<file path="src/rtl/cmplx_mult_pkg.sv">
// Shared types and helpers for the pipelined complex multiplier.
package cmplx_mult_pkg;

    typedef enum logic [1:0] {
        RND_TRUNC   = 2'd0,
        RND_HALF_UP = 2'd1,
        RND_CONV    = 2'd2
    } rnd_mode_e;

    // Width of a cross-term sum: two full IN_W x IN_W products plus one guard bit.
    function automatic int prod_w(input int in_w);
        return 2 * in_w + 1;
    endfunction

endpackage

</file>
<file path="src/rtl/cmplx_round_sat.sv">
// Combinational round, shift right by FRAC_B and symmetric saturation for one
// component of the complex product.
module cmplx_round_sat
    import cmplx_mult_pkg::*;
#(
    parameter int IN_WIDTH = 37,
    parameter int FRAC_B   = 16,
    parameter int OUT_W    = 18,
    parameter int RND_MODE = 1
) (
    input  logic [IN_WIDTH-1:0] din,
    output logic [OUT_W-1:0]    value,
    output logic                sat
);

    // One extra bit so adding the rounding bias can never wrap.
    localparam int EW = IN_WIDTH + 1;
    localparam logic signed [EW-1:0] ONE_V  = {{(EW-1){1'b0}}, 1'b1};
    localparam logic signed [EW-1:0] HALF_V = ONE_V <<< (FRAC_B - 1);
    localparam logic signed [EW-1:0] MAX_V  = (ONE_V <<< (OUT_W - 1)) - ONE_V;
    localparam logic signed [EW-1:0] MIN_V  = -MAX_V;

    logic signed [EW-1:0] ext_s;
    logic signed [EW-1:0] bias_s;
    logic signed [EW-1:0] sum_s;
    logic signed [EW-1:0] rnd_s;

    assign ext_s = {din[IN_WIDTH-1], din};

    // Bias selection, then floor-shift and clamp to the symmetric range.
    always_comb begin
        bias_s = '0;
        case (rnd_mode_e'(RND_MODE))
            RND_TRUNC:   bias_s = '0;
            RND_HALF_UP: bias_s = HALF_V;
            // half-1 plus the LSB of the kept part: ties carry only when that LSB is odd
            RND_CONV:    bias_s = HALF_V - ONE_V + {{(EW-1){1'b0}}, din[FRAC_B]};
            default:     bias_s = '0;
        endcase
        sum_s = ext_s + bias_s;
        rnd_s = sum_s >>> FRAC_B;
        if (rnd_s > MAX_V) begin
            value = MAX_V[OUT_W-1:0];
            sat   = 1'b1;
        end else if (rnd_s < MIN_V) begin
            value = MIN_V[OUT_W-1:0];
            sat   = 1'b1;
        end else begin
            value = rnd_s[OUT_W-1:0];
            sat   = 1'b0;
        end
    end

endmodule

</file>
<file path="src/rtl/cmplx_mult_pipe.sv">
// Four-stage pipelined complex multiplier with valid/ready backpressure,
// rounding, symmetric saturation and a saturation counter.
// Define CMPLX_MULT_CONJ_EN to add conj_i and compute a*conj(b).
module cmplx_mult_pipe
    import cmplx_mult_pkg::*;
#(
    parameter int IN_W      = 18,
    parameter int FRAC_B    = 16,
    parameter int OUT_W     = 18,
    parameter int RND_MODE  = 1,
    parameter int SAT_CNT_W = 16
) (
    input  logic                 clk_i,
    input  logic                 arstn_i,
    input  logic                 in_valid_i,
    output logic                 in_ready_o,
    input  logic [IN_W-1:0]      a_i_i,
    input  logic [IN_W-1:0]      a_q_i,
    input  logic [IN_W-1:0]      b_i_i,
    input  logic [IN_W-1:0]      b_q_i,
`ifdef CMPLX_MULT_CONJ_EN
    input  logic                 conj_i,
`endif
    output logic                 out_valid_o,
    input  logic                 out_ready_i,
    output logic [OUT_W-1:0]     data_i_o,
    output logic [OUT_W-1:0]     data_q_o,
    output logic                 sat_o,
    input  logic                 sat_clr_i,
    output logic [SAT_CNT_W-1:0] sat_cnt_o
);

    localparam int PW = prod_w(IN_W);
`ifdef CMPLX_MULT_CONJ_EN
    localparam int BQ_W = IN_W + 1;
`else
    localparam int BQ_W = IN_W;
`endif

    logic                   advance_s;
    logic                   v1_r, v2_r, v3_r;
    logic signed [IN_W-1:0] a_i_r, a_q_r, b_i_r;
    logic signed [BQ_W-1:0] b_q_s, b_q_r;
    logic signed [PW-1:0]   p_ii_r, p_qq_r, p_iq_r, p_qi_r;
    logic signed [PW-1:0]   pr_r, pq_r;
    logic [OUT_W-1:0]       rs_i_s, rs_q_s;
    logic                   sat_i_s, sat_q_s;

    assign advance_s  = !out_valid_o || out_ready_i;
    assign in_ready_o = advance_s;

    // Optional conjugation; the extra bit keeps -(-2^(IN_W-1)) exact.
    always_comb begin
`ifdef CMPLX_MULT_CONJ_EN
        if (conj_i) begin
            b_q_s = -{b_q_i[IN_W-1], b_q_i};
        end else begin
            b_q_s = {b_q_i[IN_W-1], b_q_i};
        end
`else
        b_q_s = b_q_i;
`endif
    end

    // S1: operand registers.
    always_ff @(posedge clk_i or negedge arstn_i) begin
        if (!arstn_i) begin
            v1_r  <= 1'b0;
            a_i_r <= '0;
            a_q_r <= '0;
            b_i_r <= '0;
            b_q_r <= '0;
        end else if (advance_s) begin
            v1_r  <= in_valid_i;
            a_i_r <= a_i_i;
            a_q_r <= a_q_i;
            b_i_r <= b_i_i;
            b_q_r <= b_q_s;
        end
    end

    // S2: the four partial products, sign-extended to the sum width.
    always_ff @(posedge clk_i or negedge arstn_i) begin
        if (!arstn_i) begin
            v2_r   <= 1'b0;
            p_ii_r <= '0;
            p_qq_r <= '0;
            p_iq_r <= '0;
            p_qi_r <= '0;
        end else if (advance_s) begin
            v2_r   <= v1_r;
            p_ii_r <= PW'(a_i_r) * PW'(b_i_r);
            p_qq_r <= PW'(a_q_r) * PW'(b_q_r);
            p_iq_r <= PW'(a_i_r) * PW'(b_q_r);
            p_qi_r <= PW'(a_q_r) * PW'(b_i_r);
        end
    end

    // S3: real and imaginary sums at full precision.
    always_ff @(posedge clk_i or negedge arstn_i) begin
        if (!arstn_i) begin
            v3_r <= 1'b0;
            pr_r <= '0;
            pq_r <= '0;
        end else if (advance_s) begin
            v3_r <= v2_r;
            pr_r <= p_ii_r - p_qq_r;
            pq_r <= p_iq_r + p_qi_r;
        end
    end

    cmplx_round_sat #(
        .IN_WIDTH (PW),
        .FRAC_B   (FRAC_B),
        .OUT_W    (OUT_W),
        .RND_MODE (RND_MODE)
    ) u_rs_i (
        .din   (pr_r),
        .value (rs_i_s),
        .sat   (sat_i_s)
    );

    cmplx_round_sat #(
        .IN_WIDTH (PW),
        .FRAC_B   (FRAC_B),
        .OUT_W    (OUT_W),
        .RND_MODE (RND_MODE)
    ) u_rs_q (
        .din   (pq_r),
        .value (rs_q_s),
        .sat   (sat_q_s)
    );

    // S4: registered outputs.
    always_ff @(posedge clk_i or negedge arstn_i) begin
        if (!arstn_i) begin
            out_valid_o <= 1'b0;
            data_i_o    <= '0;
            data_q_o    <= '0;
            sat_o       <= 1'b0;
        end else if (advance_s) begin
            out_valid_o <= v3_r;
            data_i_o    <= rs_i_s;
            data_q_o    <= rs_q_s;
            sat_o       <= sat_i_s | sat_q_s;
        end
    end

    // Saturation-event counter: clear wins, sticks at all-ones.
    always_ff @(posedge clk_i or negedge arstn_i) begin
        if (!arstn_i) begin
            sat_cnt_o <= '0;
        end else if (sat_clr_i) begin
            sat_cnt_o <= '0;
        end else if (out_valid_o && out_ready_i && sat_o && (sat_cnt_o != {SAT_CNT_W{1'b1}})) begin
            sat_cnt_o <= sat_cnt_o + {{(SAT_CNT_W-1){1'b0}}, 1'b1};
        end
    end

endmodule

</file>
<file path="config.mk">
export PLATFORM = sky130hd
export DESIGN_NAME = cmplx_mult_pipe
export DESIGN_NICKNAME = d
export VERILOG_FILES = /design/src/rtl/cmplx_mult_pkg.sv /design/src/rtl/cmplx_round_sat.sv /design/src/rtl/cmplx_mult_pipe.sv
export SDC_FILE = /design/constraint.sdc
export NUM_CORES = 2
export LEC_CHECK = 0
export BUFFER_PORTS_ARGS = -buffer_cell sky130_fd_sc_hd__clkbuf_2
export CORE_MARGIN = 2
export CORE_UTILIZATION = 30
export DETAILED_ROUTE_END_ITERATION = 8
export PLACE_DENSITY = 0.51
export SYNTH_ARGS = -nofsm -noshare
export SYNTH_HDL_FRONTEND = slang
export SYNTH_HIERARCHICAL = 1
export SYNTH_SLANG_ARGS = --single-unit
</file>
<file path="constraint.sdc">
create_clock -name clk_i -period 13 [get_ports clk_i]
set_input_delay 0.65 -clock clk_i [delete_from_list [all_inputs] [get_ports clk_i]]
set_output_delay 0.65 -clock clk_i [all_outputs]
set_load 0.01 [all_outputs]
</file>
==> key figures <==
Drt
  – DRT met1 WL: 89400 um
  – WL met3: 12200 um
  – Vias: 48200
  – DR WL met2: 93000 um
  – DRC: 0
  – DR WL/cell: 19.6 um
  – Post-route antenna net violation count: 0
  – Routed WL: 198000 um
  – Vias/cell: 4.77
  – Top Layer Used: met5
  – Initial DRC count: 2965
  – Drt pass-1 iters: 6

Timing
  – Slew @ Worst Pin: 1.01 ns
  – Setup violators final: 0
  – Clock Skew: 0.0274 ns
  – Fmax: 135 MHz
  – Slew margin rel.: 32.8%
  – Unrepaired setup endpoints after global routing: false
  – Final hold violations: 0
  – Fin. max-slew vios: 0
  – Setup total negative slack: 0 ns
  – Final worst path period need: 7.40 ns
  – Final period utilization: 57.0%

Outcome
  – Outcome: complete, no violations

Placement
  – Final HPWL DP: 150000 um
  – GPL Wtd Cong: 0.877
  – Buffers added on ports: 131

Clock tree
  – TritonCTS buffer count: 47
  – Clock Latency Late Sink: 0.66 ns
  – CTS tree: built
  – Hold_buf cts: 0
  – Setup bufs post-CTS: 0
  – H-tree depth: 2
  – CTS resizes: 0
  – Worst-path clk slew: 0.06 ns
  – Clock Path Buffers: 3
  – CTS Root Cell: clkbuf_16
  – Clk sinks: 317

Die
  – Die height: 471 um
  – Starting Density: 30.1%
  – Die width: 471 um
  – Die area: 222000 um2
  – Top Ports: 132
  – Cell Rows: 171
  – Core box area: 217000 um2

Synthesis
  – Mapped Cells: 7328
  – Synthesized area: 65300 um2
  – Net Count, Synth: 9170
  – Mapped Avg Cell Area: 8.92 um2
  – Ys Warns: 6

Critical path
  – CP arrival: 7.94 ns
  – Crit Path Max Fanout: 16
  – Cell at the slowest stage of the critical path: a2111oi_0
  – Crit. End Element: register
  – Critical Path Most Common Cell: fa_1
  – CP Class: register to register
  – Critical path's largest stage delay: 0.64 ns
  – CP cell instances: buf_4 -> inv_1 -> buf_4 -> nor2_1 -> fa_1 -> fa_1 -> fa_1 -> fa_1 -> fa_1 -> inv_1 -> fa_1 -> inv_1 -> ha_1 -> a21oi_1 -> nor2_1 -> a2111oi_0 -> a21boi_0 -> o31ai_1 -> a31oi_1 -> a311o_1 -> o221a_2
  – Startpoint types: register
  – Critical Path RT: 13.53 ns

GRT
  – Global route total overflow: 0
  – Vias in the first global route: 52100
  – Initial antenna violation count: 14
  – Total track usage: 18.1%
  – Largest net degree at the start of global routing: 150
  – First-pass GRT wire length: 311000 um

Run
  – Max cap viols: 0

Cells and area
  – Share of layout cells above drive strength 1: 4.77%
  – Final net count: 9044
  – Layout area overhead: 7.77%
  – Filler cell count: 22600
  – Commonest non-fill, non-tap cell in the layout: inv_1
  – Register Area: 7940 um2
  – Commonest non-fill, non-tap cells in the layout: inv_1, fa_1, nand2_1
  – Area of the multi-input gates: 50100 um2

Hold path
  – Hold Path Class: input pin to async pin
## routing by layer
| layer | GRT usage (%) | vias up |
|---|---|---|
| li1 | - | 21800 |
| met1 | 24.8 | 24900 |
| met2 | 30.4 | 1275 |
| met3 | 2.86 | 214 |
| met4 | 3.06 | 6 |
| met5 | 0 | - |
## through the flow
step                worst slack, ns  hold WS [ns]  util, %  cells  area (um2)
finish                         5.60        0.0765     32.5  10100       70400
global route                   5.25         0.120     32.5  10100       70400
CTS                            5.57        0.0751     32.5  10100       70400
detailed placement             5.61         0.451     31.7  10000       68700
global placement               5.70         0.445     31.7  10000       68700
floorplan                      6.57         0.354        -   7328       65300
## sequential cells by signal (all words and copies together) (netlist names), 16 cells and up
name,cells
p_qq_r,36
sat_cnt_o,16
p_ii_r,36
a_i_r,18
b_i_r,18
data_i_o,18
p_iq_r,36
pr_r,22
pq_r,22
data_q_o,18
a_q_r,18
p_qi_r,36
b_q_r,18
## path summary, 6_finish.rpt
path	startpoint	endpoint	slack, ns	cells past startpoint
max	b_i_r[17]	p_ii_r[33]	5.60	21
min	arstn_i	data_q_o[4]	0.08	1
max reg2reg	b_i_r[17]	p_ii_r[33]	5.60	21
min reg2reg	v3_r	v3_r	0.46	2
max in group asynchronous	arstn_i	a_q_r[4]	10.63	3
min in group clk_i	a_i_i[6]	a_i_r[6]	0.19	3
## critical path: cells and delay by family, from the launching register on
kind                     cells  cell delay [ns]
adder cells (fa/ha/maj)      7             3.21
AND/OR/NAND/NOR              2             0.16
buffers and inverters        5             1.16
flip-flops                   1             0.43
AO/OA/AOI/OAI                7             2.28
## layout make-up
class	count	share of cell area, %
clock inverter	26	0.522
sequential	317	11.3
timing repair buffer	215	1.86
multi-input combinational	5072	71.1
inverter	1549	8.27
tap	2854	5.07
clock buffer	60	1.90
antenna	3	0.0107
Power is left out: the tool's default activity adds up to more than one toggle a clock period on the data nets, which glitch-free logic cannot reach.
